### src/rtl/nano_cpu_pkg.sv
// Shared opcodes, FSM states and instruction field positions for nano_cpu_param.
// Optional multiply opcode is enabled by defining NANO_CPU_MUL_EN.
package nano_cpu_pkg;

  localparam int OP_HI  = 15;
  localparam int OP_LO  = 12;
  localparam int RD_HI  = 11;
  localparam int RD_LO  = 8;
  localparam int RS1_HI = 7;
  localparam int RS1_LO = 4;
  localparam int RS2_HI = 3;
  localparam int RS2_LO = 0;
  localparam int A8_HI  = 7;
  localparam int A8_LO  = 0;

  typedef enum logic [3:0] {
    OP_READ   = 4'h0,
    OP_WRITE  = 4'h1,
    OP_JMP    = 4'h2,
    OP_BRANCH = 4'h3,
    OP_XOR    = 4'h4,
    OP_SUB    = 4'h5,
    OP_ADD    = 4'h6,
    OP_LESS   = 4'h7,
    OP_MUL    = 4'h8,
    OP_END    = 4'hF
  } opcode_t;

  // MEM_DONE is the shared completion cycle of READ/WRITE: it commits rd and the PC.
  typedef enum logic [3:0] {
    S_IDLE,
    S_FETCH,
    S_DECODE,
    S_MEM_RD,
    S_MEM_WR,
    S_MEM_DONE,
    S_ALU,
    S_JMP,
    S_BRANCH,
    S_HALT
  } state_t;

  function automatic logic is_alu_op(input logic [3:0] op);
    logic res;
    res = (op == OP_XOR) || (op == OP_SUB) || (op == OP_ADD) || (op == OP_LESS);
`ifdef NANO_CPU_MUL_EN
    res = res || (op == OP_MUL);
`endif
    return res;
  endfunction

endpackage

### src/rtl/nano_cpu_param_regfile.sv
// General register file: two asynchronous read ports, one synchronous write port,
// asynchronous reset of every register to zero.
module nano_regfile #(
  parameter int DATA_W = 16,
  parameter int NREGS  = 4
) (
  input  logic                     clk,
  input  logic                     rst,
  input  logic [$clog2(NREGS)-1:0] ra_addr,
  input  logic [$clog2(NREGS)-1:0] rb_addr,
  input  logic                     wr_en,
  input  logic [$clog2(NREGS)-1:0] wr_addr,
  input  logic [DATA_W-1:0]        wr_data,
  output logic [DATA_W-1:0]        ra_data,
  output logic [DATA_W-1:0]        rb_data
);

  logic [DATA_W-1:0] regs [NREGS];

  always_ff @(posedge clk or posedge rst) begin
    if (rst) begin
      for (int i = 0; i < NREGS; i++) regs[i] <= '0;
    end else if (wr_en) begin
      regs[wr_addr] <= wr_data;
    end
  end

  assign ra_data = regs[ra_addr];
  assign rb_data = regs[rb_addr];

endmodule

### src/rtl/nano_cpu_param.sv
// Parametrised multi-cycle load/store CPU with req/ack memory handshake.
// Define NANO_CPU_MUL_EN to make opcode 8 a multiply; otherwise it halts as illegal.
module nano_cpu_param
  import nano_cpu_pkg::*;
#(
  parameter int DATA_W = 16,
  parameter int NREGS  = 4,
  parameter int ADDR_W = 8
) (
  input  logic              clk,
  input  logic              rst,
  output logic              mem_req,
  output logic              mem_we,
  output logic [ADDR_W-1:0] mem_addr,
  output logic [DATA_W-1:0] mem_wdata,
  input  logic [DATA_W-1:0] mem_rdata,
  input  logic              mem_ack,
  output logic              retire,
  output logic              halted,
  output logic              illegal,
  output logic [ADDR_W-1:0] pc_out
);

  localparam int IDX_W = $clog2(NREGS);

  state_t            state;
  state_t            state_nxt;
  logic [15:0]       ir;
  logic [ADDR_W-1:0] pc;
  logic [ADDR_W-1:0] pc_inc;
  logic [DATA_W-1:0] mdr;
  logic              illegal_q;

  logic [3:0]        op;
  logic [IDX_W-1:0]  rd_idx;
  logic [IDX_W-1:0]  rs1_idx;
  logic [IDX_W-1:0]  rs2_idx;
  logic [ADDR_W-1:0] a8;

  logic [IDX_W-1:0]  ra_addr;
  logic [DATA_W-1:0] ra_data;
  logic [DATA_W-1:0] rb_data;
  logic              rf_we;
  logic [DATA_W-1:0] rf_wdata;
  logic [DATA_W-1:0] alu_res;

  // Register indices use only the low bits of each 4-bit field; the rest is ignored.
  logic              unused_ir;
  assign unused_ir = ^ir;

  assign op      = ir[OP_HI:OP_LO];
  assign rd_idx  = ir[RD_LO +: IDX_W];
  assign rs1_idx = ir[RS1_LO +: IDX_W];
  assign rs2_idx = ir[RS2_LO +: IDX_W];
  assign a8      = ir[A8_LO +: ADDR_W];
  assign pc_inc  = pc + ADDR_W'(1);

  // Port A serves rs1 for ALU ops and rd otherwise (store data, branch condition).
  assign ra_addr = is_alu_op(op) ? rs1_idx : rd_idx;

  nano_regfile #(
    .DATA_W (DATA_W),
    .NREGS  (NREGS)
  ) u_regfile (
    .clk     (clk),
    .rst     (rst),
    .ra_addr (ra_addr),
    .rb_addr (rs2_idx),
    .wr_en   (rf_we),
    .wr_addr (rd_idx),
    .wr_data (rf_wdata),
    .ra_data (ra_data),
    .rb_data (rb_data)
  );

  always_comb begin
    alu_res = '0;
    case (op)
      OP_XOR:  alu_res = ra_data ^ rb_data;
      OP_SUB:  alu_res = ra_data - rb_data;
      OP_ADD:  alu_res = ra_data + rb_data;
      OP_LESS: alu_res = DATA_W'(ra_data < rb_data);
`ifdef NANO_CPU_MUL_EN
      OP_MUL:  alu_res = ra_data * rb_data;
`endif
      default: alu_res = '0;
    endcase
  end

  always_ff @(posedge clk or posedge rst) begin
    if (rst) state <= S_IDLE;
    else     state <= state_nxt;
  end

  // Handshake outputs decode straight from the state so reset drops mem_req at once.
  always_comb begin
    state_nxt = state;
    mem_req   = 1'b0;
    mem_we    = 1'b0;
    mem_addr  = pc;
    retire    = 1'b0;
    halted    = 1'b0;
    rf_we     = 1'b0;
    rf_wdata  = alu_res;
    case (state)
      S_IDLE: state_nxt = S_FETCH;
      S_FETCH: begin
        mem_req = 1'b1;
        if (mem_ack) state_nxt = S_DECODE;
      end
      S_DECODE: begin
        case (op)
          OP_READ:   state_nxt = S_MEM_RD;
          OP_WRITE:  state_nxt = S_MEM_WR;
          OP_JMP:    state_nxt = S_JMP;
          OP_BRANCH: state_nxt = S_BRANCH;
          OP_END:    state_nxt = S_HALT;
          default:   state_nxt = is_alu_op(op) ? S_ALU : S_HALT;
        endcase
      end
      S_MEM_RD: begin
        mem_req  = 1'b1;
        mem_addr = a8;
        if (mem_ack) state_nxt = S_MEM_DONE;
      end
      S_MEM_WR: begin
        mem_req  = 1'b1;
        mem_we   = 1'b1;
        mem_addr = a8;
        if (mem_ack) state_nxt = S_MEM_DONE;
      end
      S_MEM_DONE: begin
        retire    = 1'b1;
        rf_we     = (op == OP_READ);
        rf_wdata  = mdr;
        state_nxt = S_FETCH;
      end
      S_ALU: begin
        retire    = 1'b1;
        rf_we     = 1'b1;
        state_nxt = S_FETCH;
      end
      S_JMP, S_BRANCH: begin
        retire    = 1'b1;
        state_nxt = S_FETCH;
      end
      S_HALT: halted = 1'b1;
      default: state_nxt = S_IDLE;
    endcase
  end

  always_ff @(posedge clk or posedge rst) begin
    if (rst) begin
      pc        <= '0;
      ir        <= '0;
      mdr       <= '0;
      illegal_q <= 1'b0;
    end else begin
      case (state)
        S_FETCH:    if (mem_ack) ir <= mem_rdata[15:0];
        S_DECODE:   if (state_nxt == S_HALT && op != OP_END) illegal_q <= 1'b1;
        S_MEM_RD:   if (mem_ack) mdr <= mem_rdata;
        S_MEM_DONE: pc <= pc_inc;
        S_ALU:      pc <= pc_inc;
        S_JMP:      pc <= a8;
        S_BRANCH:   pc <= (ra_data != '0) ? a8 : pc_inc;
        default:    ;
      endcase
    end
  end

  assign mem_wdata = ra_data;
  assign illegal   = illegal_q;
  assign pc_out    = pc;

endmodule

### config.mk
export PLATFORM = sky130hd
export DESIGN_NAME = nano_cpu_param
export DESIGN_NICKNAME = d
export VERILOG_FILES = /design/src/rtl/nano_cpu_pkg.sv /design/src/rtl/nano_cpu_param_regfile.sv /design/src/rtl/nano_cpu_param.sv
export SDC_FILE = /design/constraint.sdc
export NUM_CORES = 1
export LEC_CHECK = 0
export ABC_AREA = 1
export BUFFER_PORTS_ARGS = -buffer_cell sky130_fd_sc_hd__buf_4
export CORE_ASPECT_RATIO = 1.25
export CORE_MARGIN = 4
export CORE_UTILIZATION = 50
export CTS_CLUSTER_DIAMETER = 80
export DETAILED_ROUTE_END_ITERATION = 6
export PLACE_DENSITY = 0.71
export REMOVE_ABC_BUFFERS = 1
export SLEW_MARGIN = 0
export SYNTH_ARGS = -nofsm -noshare
export SYNTH_HDL_FRONTEND = slang
export SYNTH_SLANG_ARGS = --single-unit
### constraint.sdc
create_clock -name clk -period 3.3 [get_ports clk]
set_input_delay 0.33 -clock clk [delete_from_list [all_inputs] [get_ports clk]]
set_output_delay 0.33 -clock clk [all_outputs]
set_load 0.01 [all_outputs]
=== Word-level counts from Yosys, hierarchy flattened ===
Cells that the tools add are included.

* Flip-flop bits (word level): 109
* Bits of input ports: 19
* Output and inout bits: 37
* Word-level logic and storage cells: 82

* $add $sub $neg: 3
* $lt $le $gt $ge: 5
* Equal/unequal tests: 19
* Muxes and demuxes: 25
* Bitwise logic cells: 4
* Reduce and logical (&&, ||, !) cells: 17

{| class="wikitable"
|+ Operators with widths
! kind !! number
|-
| two-way mux 16 bit || 6
|-
| binary-select mux 16 bit (select 2 bit) || 2
|-
| bitwise mux 64 bit || 1
|-
| case mux 16 bit (4 select lines) || 1
|-
| case mux 4 bit (5 select lines) || 2
|-
| demux 16 bit (select 2 bit) || 1
|-
| equality test 4 x 3 -> 1 bit (second input constant) || 8
|-
| case mux 8 bit (3 select lines) || 1
|-
| adder 16 bit || 1
|-
| equality test 4 x 2 -> 1 bit (second input constant) || 4
|-
| equality test 4 bit (second input constant) || 4
|-
| < comparator 16 bit || 1
|-
| two-way mux 8 bit || 2
|-
| nonzero test 16 bit || 1
|-
| subtractor 16 bit || 1
|-
| XOR 16 bit || 1
|-
| two-way mux 4 bit || 3
|-
| greater-or-equal comparator 3 bit (second input constant) || 3
|-
| inverter 2 -> 3 bit || 3
|-
| adder 8 x 1 -> 8 bit (second input constant) || 1
|-
| equality test 4 x 1 -> 1 bit (second input constant) || 2
|-
| logical NOT 4 bit || 2
|-
| AND reduction 2 bit || 3
|-
| OR reduction 5 bit || 1
|-
| 11 further kinds || 18
|}

=== Depth between registers and ports, before layout ===
* Word-level depth: 13
* Mapped depth: 26
* Gate-level depth less buffers: 24

=== Cells and area by module ===
From an unflattened synthesis, not the netlist that was laid out.

* Cell total of the unflattened synthesis: 1321
* Area total of the unflattened synthesis: 8577.0 um^2

{| class="wikitable"
|+ By module, submodules not included
! module !! instances !! cells an instance !! area an instance (um^2) !! sequential area each (um^2)
|-
| nano_cpu_param || 1 || 726 || 4593.2 || 1076.0
|-
| nano_regfile || 1 || 595 || 3983.8 || 1601.5
|}

=== Worst setup path before layout ===
Ideal clock, no wire load.

* Path kind: register -> register
* Start: register ir[15]
* End: register u_regfile.regs[10] in the netlist's numbering
* Setup time: 0.117 ns
* Data arrival time: 2.866 ns
* Required time: 3.183 ns
* Setup slack: 0.318 ns
* Cell stages (with the launch flop): 23
* Buffers on the path: 2
* Period minus slack after synthesis: 2.982 ns
* Path through: dfrtp_1 -> inv_2 -> nand2_4 -> buf_8 -> o21ai_4 -> buf_6 -> nand3_1 -> nand2_2 -> inv_1 -> ha_1 -> inv_1 -> fa_1 -> inv_1 -> o21ai_0 -> a21oi_1 -> o21bai_1 -> inv_1 -> nand2_1 -> nand3_1 -> nand3_1 -> nand2_1 -> nand2_1 -> nand2_1

* Word-level cells in the longest chain between the ends: 13
* Elaborated cells on any way between the ends: 20
* Classes of those cells: add/sub: 2; eq/ne: 4; mux: 8; bitwise: 2; reduce/logical: 4

{| class="wikitable"
|+ RTL lines
! element !! RTL line !! text
|-
| start: declaration || nano_cpu_param.sv:28 || <nowiki>logic [15:0] ir;</nowiki>
|-
| start signal: assignment || nano_cpu_param.sv:160 || <nowiki>S_FETCH: if (mem_ack) ir <= mem_rdata[15:0];</nowiki>
|-
| equality test 4 x 3 -> 1 bit || nano_cpu_pkg.sv:45 || <nowiki>res = (op == OP_XOR) || (op == OP_SUB) || (op == OP_ADD) || (op == OP_LESS);</nowiki>
|-
| logical OR 1 bit (2 in series) || nano_cpu_pkg.sv:45 ||
|-
| logical OR 1 bit * || nano_cpu_pkg.sv:45 ||
|-
| two-way mux 2 bit * || nano_cpu_param.sv:59 || <nowiki>assign ra_addr = is_alu_op(op) ? rs1_idx : rd_idx;</nowiki>
|-
| inverter 2 -> 3 bit (implied by the code) * || nano_cpu_param_regfile.sv:28 || <nowiki>assign ra_data = regs[ra_addr];</nowiki>
|-
| binary-select mux 16 bit (select 2 bit) * || nano_cpu_param_regfile.sv:28 ||
|-
| two-way mux 16 bit (implied by the code) * (2 in series) || nano_cpu_param_regfile.sv:28 ||
|-
| net mem_wdata[0] || nano_cpu_param.sv:15 || <nowiki>output logic [DATA_W-1:0] mem_wdata,</nowiki>
|-
| adder 16 bit / subtractor 16 bit (equally long branches) || nano_cpu_param.sv:81, nano_cpu_param.sv:80 ||
|-
| case mux 16 bit (4 select lines) * || nano_cpu_param.sv:78 || <nowiki>case (op)</nowiki>
|-
| two-way mux 16 bit * || nano_cpu_param.sv:105 || <nowiki>case (state)</nowiki>
|-
| bitwise mux 64 bit * || nano_cpu_param_regfile.sv:24 || <nowiki>regs[wr_addr] <= wr_data;</nowiki>
|-
| end signal: indexed assignment || nano_cpu_param_regfile.sv:24 ||
|-
| end: declaration || nano_cpu_param_regfile.sv:18 || <nowiki>logic [DATA_W-1:0] regs [NREGS];</nowiki>
|}

The timed path passes the listed nets; every way through them passes the cells marked *. The select of a mux whose other input is x is not followed.
A chain may end at the register's enable or synchronous reset.

=== Final worst setup path ===
* Start: register ir[15]
* End: register u_regfile.regs[45] in the netlist's numbering

* Word-level cells in the longest chain between the ends: 13
* Elaborated cells on any way between the ends: 20
* Classes of those cells: add/sub: 2; eq/ne: 4; mux: 8; bitwise: 2; reduce/logical: 4

{| class="wikitable"
|+ RTL lines
! element !! RTL line !! text
|-
| equality test 4 x 3 -> 1 bit || nano_cpu_pkg.sv:45, nano_cpu_param.sv:78 ||
|-
| logical OR 1 bit (3 in series) || nano_cpu_pkg.sv:45 ||
|-
| two-way mux 2 bit || nano_cpu_param.sv:59 ||
|-
| inverter 2 -> 3 bit (implied by the code) || nano_cpu_param_regfile.sv:28 ||
|-
| binary-select mux 16 bit (select 2 bit) || nano_cpu_param_regfile.sv:28 ||
|-
| two-way mux 16 bit (implied by the code) (2 in series) || nano_cpu_param_regfile.sv:28 ||
|-
| adder 16 bit (tied with other cells) || nano_cpu_param.sv:81 || <nowiki>OP_ADD: alu_res = ra_data + rb_data;</nowiki>
|-
| case mux 16 bit (4 select lines) || nano_cpu_param.sv:78 ||
|-
| two-way mux 16 bit || nano_cpu_param.sv:105 ||
|-
| bitwise mux 64 bit || nano_cpu_param_regfile.sv:24 ||
|}

Parallel ways exist; a longest one is shown, timed or not. The select of a mux whose other input is x is not followed.

==> out/qor.txt <==
Global-route usage over all layers: 0.283
Final period utilization: 0.947
H-tree levels: 3
Nets: 1365
Hold Path Class: in2async
Clk buf depth: 2
Syn. warnings: 0
Least-Margin Pin Slew: 1.13 ns
Synth Register Bits: 107
Die Wd: 123 um
Worst setup path class: reg2reg
Syn_area_per_cell: 6.77 um2
Crit path capture type: flop
Placement Cell Area: 0.00924 mm2
Clock sink count: 107
Fmax: 320 MHz
Row cnt: 52
Post-Route WL: 26300 um
Outcome: completed
Largest net degree at the start of global routing: 63
Initial antenna violation count: 1
# setup viols final: 0
Full die area: 0.0185 mm2
Antenna Violating Nets Remaining: 0
Post-synth EDFFs: 0
Area Growth Syn to Fin: 19.2%
Crit Path Max Fanout: 10
First-pass iteration count of the detailed router: 6
Asr flop ratio synth: 1.00
Number of global-route vias before repair: 7987
Slew Limit Fails: 0
Final Critical Period: 3.13 ns
Dpl hpwl: 19800 um
TritonCTS clock tree: built
CTS buffer count: 9
DRC viols: 0
First-pass GRT wire length: 41200 um
Post-Route Utilization: 0.606
Initial DRC Count: 953
Total of max-cap violations: 0
Area of the mapped netlist: 0.00821 mm2
Clk_skew: 0.0125 ns
WL/cell: 17.2 um
Commonest non-fill, non-tap cells in the layout: nand2_1 (388), inv_1 (153), buf_4 (124), nand3_1 (107), dfrtp_1 (104)
RD Place Congestion: 0.958
Layout cells sized above 1: 0.201
Commonest non-fill, non-tap cell in the layout: nand2_1
Cells after Synth: 1213
Final instance area: 0.00978 mm2
Final Hold Viols: 0
Die H: 151 um
Root buffer cell: clkbuf_16
Distinct cell type count after synthesis: 52
Post-synthesis sequential area ratio: 0.326
Worst-path clk slew: 0.08 ns
Initial Util: 0.509
GR Overflow Total: 0
Worst slack, placed: -0.0413 ns
CP arrival: 3.38 ns
Startpoint types: flop
PortBufs: 55
Slew Limit Headroom: 0.246
Main flop type after synthesis: dfrtp_1
Worst setup margin: 0.175 ns
WP data required: 3.56 ns
Clk_lat worst skew: 0.36 ns
Total negative slack: 0 ns
Vias per cell: 5.59
I/O pins: 56
Ant. Diodes: 0
Core Area: 0.0161 mm2
Routed vias: 8563
per-layer routing:
metal,vias up,global-route usage,share of wire,wire (um)
met5,-,0,0.00049,13
met4,2,0.105,0.031,803
met3,68,0.0362,0.073,1920
met2,387,0.484,0.49,12900
met1,4008,0.365,0.40,10600
li1,4098,-,-,-
registers in the layout, summed over array words and instances (netlist names):
signal and flops:
state 4, ir 14, mdr 16, illegal 1, u_regfile.regs 64, pc_out 8
synthesized netlist by cell type (8+ instances only):
| library cell | instances | share of area |
|---|---|---|
| clkbuf_1 | 21 | 0.0096 |
| nand3_1 | 109 | 0.066 |
| nor2_2 | 11 | 0.0084 |
| a32oi_1 | 14 | 0.015 |
| dfrtp_1 | 107 | 0.33 |
| nand3_2 | 10 | 0.012 |
| buf_2 | 13 | 0.0079 |
| mux2_2 | 8 | 0.011 |
| o21ai_0 | 82 | 0.050 |
| nand2_2 | 18 | 0.014 |
| inv_2 | 14 | 0.0064 |
| inv_1 | 159 | 0.073 |
| a21oi_1 | 54 | 0.033 |
| nand2_1 | 397 | 0.18 |
| o211ai_1 | 8 | 0.0073 |
| nor2_1 | 61 | 0.028 |
| ha_1 | 33 | 0.050 |
| o21ai_1 | 9 | 0.0055 |
metrics by stage:
step / hold WS [ns] / cells
finish: 0.116 / 1532
global route: 0.190 / 1532
CTS: 0.153 / 1524
detailed placement: 0.465 / 1508
global placement: 0.456 / 1508
floorplan: 0.449 / 1167
logic make-up after synthesis:
kind of cell / synth area share
buf+inv: 0.109
fa+ha+maj: 0.0552
xor+xnor: 0.00854
simple gates: 0.347
flops: 0.326
compound gates: 0.142
mux: 0.0110
cell type report:
| class | instances | area (um2) |
|---|---|---|
| Fill cell | 1550 | 6350 |
| Multi-Input combinational cell | 887 | 4760 |
| Sequential cell | 107 | 2680 |
| Timing Repair Buffer | 133 | 1110 |
| Inverter | 173 | 654 |
| Tap cell | 216 | 270 |
| Clock buffer | 9 | 225 |
| Clock inverter | 7 | 90.1 |
worst max-delay path, stage by stage (launching register included):
cell,delay (ns)
dfrtp_1,0.43
inv_4,0.13
nand2_8,0.10
o21ai_4,0.24
buf_4,0.23
nand3_1,0.11
nand2_2,0.10
ha_1,0.31
a21oi_1,0.31
o21ai_0,0.19
a21oi_1,0.20
nand3_1,0.10
nand3_1,0.08
nand3_1,0.15
nand2_1,0.13
nand2_2,0.09
nand2_1,0.07
nand2_1,0.05
worst paths after layout:
path | slack (ns) | startpoint | endpoint | cells after the start
worst max-delay path | 0.17 | ir[15]$_DFFE_PP0P_ | u_regfile.regs[45]$_DFFE_PP0P_ | 17
worst min-delay path | 0.12 | rst | ir[3]$_DFFE_PP0P_ | 2
worst max register to register | 0.17 | ir[15]$_DFFE_PP0P_ | u_regfile.regs[45]$_DFFE_PP0P_ | 17
worst min register to register | 0.49 | illegal$_DFFE_PP0P_ | illegal$_DFFE_PP0P_ | 1
max in group asynchronous | 2.44 | rst | u_regfile.regs[31]$_DFFE_PP0P_ | 3
min in group clk | 0.19 | mem_rdata[12] | ir[12]$_DFFE_PP0P_ | 3
timing repair:
action | in CTS | in global routing
hold buffers | 0 | 0
hold endpoints to repair | 0 | 0
pin swaps | 0 | 9
buffers inserted | 0 | 7
cloned | 0 | 1
resized for setup | 1 | 44
setup endpoints to repair | 4 | 52
Power is not shown: default switching activity piles up to over one toggle a cycle in this logic, so the estimate is an artifact.
